<file path="src/rtl/mips_fetch_sequencer_if.sv">
// Bus between the fetch sequencer and its neighbours: memory read
// channel and decoder flags in, state/instruction/debug counters out.
interface mips_fetch_sequencer_if #(
   parameter int unsigned CNT_W = 32
);
   logic             waitrequest;
   logic [31:0]      readdata;
   logic             extra;
   logic             halt;
   logic [1:0]       state;
   logic [31:0]      instr;
   logic             active;
   logic [CNT_W-1:0] retired;
   logic [CNT_W-1:0] stall_cycles;

   // Sequencer side
   modport master (
      input  waitrequest, readdata, extra, halt,
      output state, instr, active, retired, stall_cycles
   );

   // Memory / decoder side
   modport slave (
      output waitrequest, readdata, extra, halt,
      input  state, instr, active, retired, stall_cycles
   );
endinterface

</file>
<file path="src/rtl/mips_fetch_sequencer.sv">
// Multicycle MIPS fetch sequencer: owns the FETCH/EXEC1/EXEC2/HALT state
// register, captures the fetched word into the instruction register and
// keeps saturating retired-instruction and stall-cycle counters.
module mips_fetch_sequencer #(
   parameter int unsigned SWAP_BYTES = 1,
   parameter int unsigned CNT_W      = 32
) (
   input  logic                   clk,
   input  logic                   reset,
   mips_fetch_sequencer_if.master bus
);

   // Encoding is consumed directly by the decoder
   typedef enum logic [1:0] {
      FETCH = 2'b00,
      EXEC1 = 2'b01,
      EXEC2 = 2'b10,
      HALT  = 2'b11
   } state_t;

   state_t           state_q, state_d;
   logic [31:0]      instr_q, instr_d;
   logic [CNT_W-1:0] retired_q, retired_d;
   logic [CNT_W-1:0] stall_q, stall_d;
   logic [31:0]      fetch_word;
   logic [CNT_W-1:0] retired_inc, stall_inc;

   // Little-endian bus word to big-endian instruction word when enabled
   always_comb begin
      fetch_word = bus.readdata;
      if (SWAP_BYTES != 0) begin
         fetch_word = {bus.readdata[7:0], bus.readdata[15:8],
                       bus.readdata[23:16], bus.readdata[31:24]};
      end
   end

   // Saturating increment candidates for both counters
   always_comb begin
      retired_inc = (retired_q == '1) ? retired_q : retired_q + CNT_W'(1);
      stall_inc   = (stall_q == '1)   ? stall_q   : stall_q + CNT_W'(1);
   end

   // State, instruction and counter registers with asynchronous reset
   always_ff @(posedge clk or posedge reset) begin
      if (reset) begin
         state_q   <= FETCH;
         instr_q   <= '0;
         retired_q <= '0;
         stall_q   <= '0;
      end else begin
         state_q   <= state_d;
         instr_q   <= instr_d;
         retired_q <= retired_d;
         stall_q   <= stall_d;
      end
   end

   // Next-state decision; halt outranks waitrequest in FETCH
   always_comb begin
      state_d   = state_q;
      instr_d   = instr_q;
      retired_d = retired_q;
      stall_d   = stall_q;
      case (state_q)
         FETCH: begin
            if (bus.halt) begin
               state_d = HALT;
            end else if (bus.waitrequest) begin
               stall_d = stall_inc;
            end else begin
               state_d = EXEC1;
               instr_d = fetch_word;
            end
         end
         EXEC1: begin
            if (bus.waitrequest) begin
               stall_d = stall_inc;
            end else if (bus.extra) begin
               state_d = EXEC2;
            end else begin
               state_d   = FETCH;
               retired_d = retired_inc;
            end
         end
         EXEC2: begin
            state_d   = FETCH;
            retired_d = retired_inc;
         end
         HALT: begin
            state_d = HALT;
         end
         default: begin
            state_d = FETCH;
         end
      endcase
   end

   assign bus.state        = state_q;
   assign bus.instr        = instr_q;
   assign bus.active       = (state_q != HALT);
   assign bus.retired      = retired_q;
   assign bus.stall_cycles = stall_q;

endmodule
</file>
<file path="src/flat_wrapper.sv">
// flat-port wrapper written by rule: the top's interface ports become plain ports
module mips_fetch_sequencer_flat 
#(
   parameter int unsigned SWAP_BYTES = 1,
   parameter int unsigned CNT_W      = 32
)
  (clk, reset, bus_waitrequest, bus_readdata, bus_extra, bus_halt, bus_state, bus_instr, bus_active, bus_retired, bus_stall_cycles);
  mips_fetch_sequencer_if #(.CNT_W(CNT_W)) bus_i ();
  input  logic clk;
  input  logic reset;
  input wire logic [$bits(bus_i.waitrequest)-1:0] bus_waitrequest;
  input wire logic [$bits(bus_i.readdata)-1:0] bus_readdata;
  input wire logic [$bits(bus_i.extra)-1:0] bus_extra;
  input wire logic [$bits(bus_i.halt)-1:0] bus_halt;
  output wire logic [$bits(bus_i.state)-1:0] bus_state;
  output wire logic [$bits(bus_i.instr)-1:0] bus_instr;
  output wire logic [$bits(bus_i.active)-1:0] bus_active;
  output wire logic [$bits(bus_i.retired)-1:0] bus_retired;
  output wire logic [$bits(bus_i.stall_cycles)-1:0] bus_stall_cycles;
  assign bus_i.waitrequest = bus_waitrequest;
  assign bus_i.readdata = bus_readdata;
  assign bus_i.extra = bus_extra;
  assign bus_i.halt = bus_halt;
  assign bus_state = bus_i.state;
  assign bus_instr = bus_i.instr;
  assign bus_active = bus_i.active;
  assign bus_retired = bus_i.retired;
  assign bus_stall_cycles = bus_i.stall_cycles;
  mips_fetch_sequencer #(.SWAP_BYTES(SWAP_BYTES), .CNT_W(CNT_W)) u_core (.clk(clk), .reset(reset), .bus(bus_i));
endmodule
</file>
<file path="config.mk">
export PLATFORM = sky130hd
export DESIGN_NAME = mips_fetch_sequencer_flat
export DESIGN_NICKNAME = d
export VERILOG_FILES = /design/src/rtl/mips_fetch_sequencer_if.sv /design/src/rtl/mips_fetch_sequencer.sv /design/src/flat_wrapper.sv
export SDC_FILE = /design/constraint.sdc
export NUM_CORES = 1
export LEC_CHECK = 0
export ABC_CLOCK_PERIOD_IN_PS = 4700
export CORE_ASPECT_RATIO = 1.5
export CORE_MARGIN = 1.5
export CORE_UTILIZATION = 30
export DETAILED_ROUTE_END_ITERATION = 8
export PLACE_DENSITY_LB_ADDON = 0.15
export RECOVER_POWER = 100
export SKIP_LAST_GASP = 1
export SYNTH_ARGS = -nofsm -noshare
export SYNTH_HDL_FRONTEND = slang
export SYNTH_SLANG_ARGS = --single-unit
</file>
<file path="constraint.sdc">
create_clock -name clk -period 4.7 [get_ports clk]
set_clock_uncertainty 0.05 [all_clocks]
set_input_delay 0.94 -clock clk [delete_from_list [all_inputs] [get_ports clk]]
set_output_delay 0.94 -clock clk [all_outputs]
set_load 0.05 [all_outputs]
</file>
==> run metrics, run 1 <==
status complete, but fails checks; failing checks max-capacitance violations, max-slew violations; Total Routing Usage GR 15.4%; GRT overflow 0; CP Data Arrival Time 3650 ps; Via density 4.91; # diodes 0; TNS Setup 0 ps; hold path start u_core.bus.retired[19]$_DFFE_PP0P_; syn avg cell area 11.5 µm²; Hold Crit Class reg -> reg; worst r2r path cells 5; fmax 0.287 GHz; cts-stage hold buffer count 0; critical path data required time 4870 ps; Fin. Hold Viols 0; clk slew on worst S/H paths 70 ps; Worst Setup Start Kind primary input; library cells used by synthesis 37; ys async rst share 100%; Final Util 42.9%; Routed WL 11900 µm; layout cells sized above 1 10.2%; Initial DRC Count 96; top-count cell post-synth dfrtp_1; initial core utilization 30.4%; DRT Pass-1 Iters 4; Post-CTS Resized 0; FF+latch count, synth 98; Post-DRT Antenna Nets 0; cell taking the most area after synthesis dfrtp_1; worst flop-to-flop path endpoint u_core.bus.retired[1]$_DFFE_PP0P_; worst hold path depth 1; minimum clock period 3480 ps; DP HPWL 8730 µm; Pleak 2.73 nW; post-CTS setup buffer count 0; via count 3620; nets 576; Seq/Total Area, Yosys 53.8%; syn nets 441; Ys Warns 0; TritonCTS buffer count 9; routed length per placed instance 16.1 µm; die height 154 µm; first-pass GRT wire length 19500 µm; Synth Cell Area 0.00456 mm²; largest net degree at the start of global routing 65; root buffer cell clkbuf_16; Slew HR -67.4%; CP max FO 32; Cell Pwr Density 553 mW/mm²; initial antenna violation count 0; crit share post-route 74.0%; top-area cell type share of the netlist area 53.8%; num rows 55; Max Slew Vio Count 117; IO Count 136; Synth area leaders dfrtp_1, mux2_2, xor2_1; register-to-register setup slack 1390 ps; power consumption 3.56 mW; vias in the first global route 3579; top cells by count, synth dfrtp_1, xor2_1, mux2_2, nand2_1, nand3_1; Setup CP Type in -> reg; Die ar. 0.0160 mm²; TritonCTS sink count 98; DRC violations left 0; EDFF count, synth 0; Final Wtd Congestion 0.778; worst slew pin tran 2510 ps; placeable core area 0.0150 mm²; CTS tree done; worst skew pair latency 340 ps; Max IR drop VDD 0.000265 V; area delta synth->final 41.1%; Reg-to-Reg Start u_core.bus.retired[13]$_DFFE_PP0P_; Port Buf Inserts 135; Filler cells 1481; Worst setup EP type flip-flop; Primary FF master, synth dfrtp_1; count of final setup violators 0; die width 104 µm; Syn Inst Count 398; hold path endpoint u_core.bus.retired[19]$_DFFE_PP0P_; Max-Cap Viols 3; unrepaired setup endpoints after global routing false; H-Tree Depth 3; CTS Buffer Depth 2
==> cells in the final DEF, fill, tap and decap left out, types with 2 or more instances in the layout <==
cell type | netlist | routed
clkbuf_16 | 0 | 9
and3_1 | 11 | 11
nor2b_1 | 3 | 2
nand3_1 | 28 | 28
dlygate4sd3_1 | 0 | 101
or4_1 | 3 | 4
mux2_2 | 33 | 32
nor4b_1 | 2 | 2
inv_6 | 0 | 3
inv_1 | 9 | 9
xnor2_1 | 24 | 24
buf_4 | 0 | 2
a31oi_1 | 1 | 2
nor4_1 | 19 | 19
and4_1 | 10 | 10
dfrtp_1 | 98 | 98
o21ai_0 | 5 | 5
nor3b_1 | 4 | 4
nor2_1 | 6 | 6
bufinv_16 | 0 | 2
mux2_1 | 1 | 2
clkdlybuf4s50_1 | 0 | 34
a21oi_1 | 3 | 3
nand2_1 | 29 | 29
nor3_1 | 20 | 20
ha_1 | 6 | 6
xor2_1 | 37 | 37
nand4_1 | 21 | 21
==> report_power, final <==
part | internal [mW] | switching (mW) | total (mW)
Clock | 0.477 | 0.344 | 0.821
Sequential | 1.04 | 0.136 | 1.18
Combinational | 0.504 | 1.06 | 1.56
Total | 2.02 | 1.54 | 3.56
==> sequential cells by signal (all words and copies together), names as in the netlist <==
register and flops:
u_core.bus.stall_cycles 32, u_core.bus.instr 32, u_core.bus.state 2, u_core.bus.retired 32
==> logic make-up after synthesis <==
group                      Yosys count  share of synthesized area, %
and+or+nand+nor                    162                          20.3
xor gates and xnor gates            61                          11.7
adders and majority gates            6                          1.65
AOI/OAI and AO/OA                   14                          2.08
buffers and inverters               23                          2.08
DFF                                 98                          53.8
muxes                               34                          8.39
==> through the flow <==
stage | hold WS (ps) | instance area [µm²] | instances | setup WS, ps
CTS | 445 | 6460 | 737 | 1710
finish | 436 | 6430 | 737 | 1220
global placement | 430 | 6130 | 721 | 1400
detailed placement | 436 | 6130 | 721 | 1330
global route | 452 | 6430 | 737 | 824
floorplan | 740 | 4560 | 398 | 1150
==> how the worst max path moves through the flow <==
stage,start,to,slack (ps),cells past startpoint
final,bus_halt,u_core.bus.instr[6]$_DFFE_PP0P_,1220,5
after global routing,reset,u_core.bus.retired[8]$_DFFE_PP0P_,820,2
after CTS,bus_waitrequest,u_core.bus.retired[31]$_DFFE_PP0P_,1710,6
after detailed placement,bus_waitrequest,u_core.bus.retired[31]$_DFFE_PP0P_,1330,6
after global placement,bus_waitrequest,u_core.bus.retired[31]$_DFFE_PP0P_,1400,6
after floorplan,reset,u_core.bus.instr[0]$_DFFE_PP0P_,1150,1
==> metal layers <==
layer  global-route usage, %  wire, µm
met1                    18.0      4880
met2                    28.0      6390
met3                    3.26       476
met5                       0         0
met4                    4.70       128
==> area by class of cell <==
cell class / instances / area (µm²) / share of cell area [%]
Timing Repair Buffer: 138 / 1370 / 21.3
Clock buffer: 9 / 225 / 3.50
Multi-Input combinational cell: 277 / 2000 / 31.1
Sequential cell: 98 / 2450 / 38.1
Clock inverter: 7 / 106 / 1.65
Inverter: 9 / 33.8 / 0.525
Tap cell: 199 / 249 / 3.87
==> worst max-delay path, cell delays in order <==
cell	delay [ps]
dlygate4sd3_1	550
nor2b_1	250
nor2b_2	190
clkbuf_1	1270
mux2_2	440
No activity file was read; power rests on OpenSTA's default activity.
==> run 2, diff against run 1 <==
ABC_CLOCK_PERIOD_IN_PS = 3320   (was 4700)
clock period = 3.32 ns   (was 4.7 ns; I/O delays follow)
==> run 2 against run 1 <==
Compared with the run above: the run now ends clean; clock power up 28%; register-to-register slack worse by 780 ps; critical path type is now reg -> reg; global-route usage down 0.16 points; final cell count up 0.41%; flip-flop and latch count unchanged.
==> run metrics, run 2 (synthesis gave the netlist of run 1 again) <==
clk slew on worst S/H paths 70 ps; Die ar. 0.0160 mm²; largest net degree at the start of global routing 52; clock share of power 21.3%; root buffer cell clkbuf_16; routed length per placed instance 16.0 µm; initial core utilization 30.4%; cts-stage hold buffer count 0; setup ws final 606 ps; sequential share of power 33.7%; Final Util 42.8%; layout cells sized above 1 10.2%; Crit path depth 6; CTS Buffer Depth 2; CP max FO 13; GRT overflow 0; TritonCTS sink count 98; Max IR drop VDD 0.000301 V; commonest non-fill, non-tap cell in the layout dlygate4sd3_1; Routed WL 11800 µm; IO Count 136; Comb pwr share 45.1%; CP cell instances nand4_1 > or4_1 > nor4_4 > clkbuf_1 > nor4_1 > xor2_1; Worst Setup Start Kind flip-flop; H-Tree Depth 3; Pleak 2.73 nW; Hold Crit Class reg -> reg; Pint 2.79 mW; worst skew pair latency 340 ps; first-pass GRT wire length 19500 µm; Port Buf Inserts 135; Cells after DPL 724; CP Data Arrival Time 2870 ps; DP HPWL 8830 µm; Finished Layout Cells 740; slowest CP cell nor4_4; most frequent cells in the layout dlygate4sd3_1, dfrtp_1, xor2_1; Max-Cap Viols 0; die height 154 µm; placeable core area 0.0150 mm²; Setup CP Type reg -> reg; worst slew pin tran 1430 ps; TritonCTS buffer count 9; count of final setup violators 0; worst hold path depth 1; Hold WS 433 ps; Fin. Hold Viols 0; Worst Path Buf+Inv 1; vias in the first global route 3685; Worst setup EP type flip-flop; Final Wtd Congestion 0.803; die width 104 µm; DP Worst Slack 429 ps; area delta synth->final 40.6%; critical path data required time 3470 ps; Slew HR 4.36%; sw power 2.17 mW; cell family with most CP delay simple AND/OR/NAND/NOR gates; TNS Setup 0 ps; fmax 0.368 GHz; initial antenna violation count 0; CTS tree done; worst r2r path cells 6; Max Slew Vio Count 0; post-CTS setup buffer count 0; DRC violations left 0; switching share of total power 43.8%; crit share post-route 81.8%; Post-DRT Antenna Nets 0; status complete, no violations; DRT Pass-1 Iters 4; # diodes 0; Post-CTS Resized 0; minimum clock period 2710 ps; nets 579; Total Routing Usage GR 15.2%; unrepaired setup endpoints after global routing false; Initial DRC Count 117; Cell Pwr Density 773 mW/mm²; num rows 55; via count 3621; Slowest Stage Delay on Critical Path 700 ps; Via density 4.89
==> run 2: metrics by stage <==
step                power (mW)  cell area (µm²)
floorplan                 3.23             4560
global placement          4.05             6160
detailed placement        4.09             6160
CTS                       5.16             6460
global route              5.22             6410
finish                    4.96             6410
==> run 2: power groups by stage <==
stage	clock network (mW)	logic [mW]	registers, mW
finish	1.05	2.23	1.67
global route	1.14	2.36	1.72
CTS	1.09	2.38	1.69
detailed placement	0	2.38	1.71
global placement	0	2.36	1.69
floorplan	0	0.572	2.66
==> run 2: final cells by class <==
| class | count | area, µm² |
|---|---|---|
| Inverter | 9 | 35.0 |
| Fill cell | 1548 | 8590 |
| Multi-Input combinational cell | 277 | 2000 |
| Timing Repair Buffer | 141 | 1380 |
| Tap cell | 199 | 249 |
| Clock inverter | 6 | 65.1 |
| Clock buffer | 10 | 229 |
| Sequential cell | 98 | 2450 |
==> run 2: path summary, 6_finish.rpt <==
| path | slack, ps | end | from |
|---|---|---|---|
| setup / recovery | 610 | u_core.bus.retired[18]$_DFFE_PP0P_ | u_core.bus.retired[8]$_DFFE_PP0P_ |
| setup reg to reg | 610 | u_core.bus.retired[18]$_DFFE_PP0P_ | u_core.bus.retired[8]$_DFFE_PP0P_ |
| min in group asynchronous | 1040 | u_core.bus.instr[20]$_DFFE_PP0P_ | reset |
| max in group asynchronous | 720 | u_core.bus.retired[5]$_DFFE_PP0P_ | reset |
| hold reg to reg | 430 | u_core.bus.retired[22]$_DFFE_PP0P_ | u_core.bus.retired[22]$_DFFE_PP0P_ |
| hold / removal | 430 | u_core.bus.retired[22]$_DFFE_PP0P_ | u_core.bus.retired[22]$_DFFE_PP0P_ |
==> run 2: metal layers <==
metal / up-vias / share of wire [%] / GRT usage, %
met3: 11 / 3.9 / 3.22
met5: - / 0 / 0
met1: 1804 / 41 / 18.1
met2: 93 / 53 / 27.0
li1: 1713 / - / -
met4: 0 / 1.7 / 5.56
==> run 3, diff against run 2 <==
ABC_CLOCK_PERIOD_IN_PS = 2230   (was 3320)
clock period = 2.23 ns   (was 3.32 ns; I/O delays follow)
==> run 3 against run 2 <==
Compared with the run above: largest cell class unchanged; flip-flop and latch count unchanged; critical path depth decreased by 5; via count increased by 2.8%; worst hold slack got worse by 3.5 ps; final area increased by 6.7%; global-route usage increased by 0.64 points; critical path type is now reg -> out.
==> run metrics, run 3 (synthesis gave the netlist of run 1 again) <==
status complete, no violations; first-pass GRT wire length 20300 µm; initial core utilization 30.4%; sw power 3.27 mW; Cells after DPL 753; Final Wtd Congestion 0.765; minimum clock period 2150 ps; Initial DRC Count 103; fmax 0.465 GHz; CTS tree done; largest net degree at the start of global routing 99; area post-placement 0.00646 mm²; Slew HR 16.6%; switching share of total power 41.4%; Max IR drop VDD 0.000548 V; Cell Pwr Density 1150 mW/mm²; clk slew on worst S/H paths 70 ps; worst slew pin tran 1250 ps; TritonCTS buffer count 9; power consumption 7.90 mW; Max Slew Vio Count 0; H-Tree Depth 3; setup ws final 81.2 ps; Worst Setup Start Kind flip-flop; worst skew pair latency 340 ps; Hold Crit Class reg -> reg; post-CTS setup buffer count 0; nets 608; die width 104 µm; initial antenna violation count 0; CP max FO 5; root buffer cell clkbuf_16; Fin. Hold Viols 0; die height 154 µm; vias in the first global route 3904; Die ar. 0.0160 mm²; critical path data required time 1730 ps; sequential share of power 31.6%; Setup CP Type reg -> out; DP Worst Slack -301 ps; Total Routing Usage GR 15.9%; Port Buf Inserts 135; Max-Cap Viols 0; CP cell instances clkdlybuf4s50_1; DP HPWL 9130 µm; Filler cells 1469; CTS Buffer Depth 2; # diodes 0; routed length per placed instance 16.2 µm; most frequent cells in the layout clkdlybuf4s50_1, dfrtp_1, xor2_1; TNS Setup 0 ps; CP Data Arrival Time 1650 ps; layout cells sized above 1 24.4%; Pint 4.63 mW; Worst Path Buf+Inv 1; count of final setup violators 0; Hold WS 429 ps; clock share of power 21.7%; Post-DRT Antenna Nets 0; area delta synth->final 50.0%; num rows 55; Via density 4.84; Routed WL 12400 µm; Pleak 2.75 nW; DRC violations left 0; Comb pwr share 46.7%; TritonCTS sink count 98; Slowest Stage Delay on Critical Path 850 ps; DRT Pass-1 Iters 4; Worst setup EP type output port; IO Count 136; Finished Layout Cells 769; unrepaired setup endpoints after global routing true; cts-stage hold buffer count 0; via count 3724; commonest non-fill, non-tap cell in the layout clkdlybuf4s50_1; GRT overflow 0; crit share post-route 96.4%; slowest CP cell clkdlybuf4s50_1; placeable core area 0.0150 mm²; cell family with most CP delay buffers and inverters; Final Util 45.6%; Design Area, Final 0.00684 mm²
## run 3: changes by cell type in the layout (fill, tap and decap cells not counted), moves of 4 or more
| cell | delta |
|---|---|
| clkdlybuf4s50_1 | +98 |
| buf_4 | +32 |
| dlygate4sd3_1 | -101 |
| nor4_2 | +4 |
| dfrtp_1 | -31 |
| dfrtp_2 | +31 |
| nor4_1 | -6 |
## run 3: area by class of cell
| type | instances | area [µm²] | area share, % |
|---|---|---|---|
| Clock buffer | 12 | 256 | 3.75 |
| Tap cell | 199 | 249 | 3.64 |
| Timing Repair Buffer | 170 | 1620 | 23.7 |
| Multi-Input combinational cell | 277 | 2110 | 30.8 |
| Sequential cell | 98 | 2490 | 36.4 |
| Clock inverter | 4 | 75.1 | 1.10 |
| Inverter | 9 | 37.5 | 0.549 |
## run 3: final timing paths
check                           cells after the start                               startpoint                                  to  slack [ps]
worst min-delay path                                1       u_core.bus.retired[19]$_DFFE_PP0P_  u_core.bus.retired[19]$_DFFE_PP0P_         430
max in group asynchronous                           3                                    reset   u_core.bus.retired[2]$_DFFE_PP0P_         400
min in group asynchronous                           3                                    reset  u_core.bus.retired[27]$_DFFE_PP0P_         860
worst max register to register                      6       u_core.bus.retired[15]$_DFFE_PP0P_   u_core.bus.retired[1]$_DFFE_PP0P_         100
worst max-delay path                                1  u_core.bus.stall_cycles[20]$_DFFE_PP0P_                bus_stall_cycles[20]          80
worst min register to register                      1       u_core.bus.retired[19]$_DFFE_PP0P_  u_core.bus.retired[19]$_DFFE_PP0P_         430
## run 3: what timing repair did
action | 4_1_cts | 5_1_grt
pin swaps | 0 | 1
endpoints found under the setup margin | 3 | 21
resized for setup | 1 | 14
## run 3: routing by layer
| metal | GRT usage [%] | part of all wire (%) | vias up |
|---|---|---|---|
| met3 | 3.77 | 4.2 | 13 |
| met2 | 29.0 | 53 | 98 |
| met5 | 0 | 0 | - |
| li1 | - | - | 1762 |
| met4 | 5.03 | 1.6 | 0 |
| met1 | 18.2 | 41 | 1851 |
## run 3: power groups by stage
stage	sequential, mW	clock, mW	combinational, mW
2_1_floorplan	3.98	0	0.857
3_3_place_gp	2.51	0	3.70
3_5_place_dp	2.53	0	3.73
4_1_cts	2.50	1.76	3.75
5_1_grt	2.56	1.82	3.89
6_report	2.49	1.71	3.69
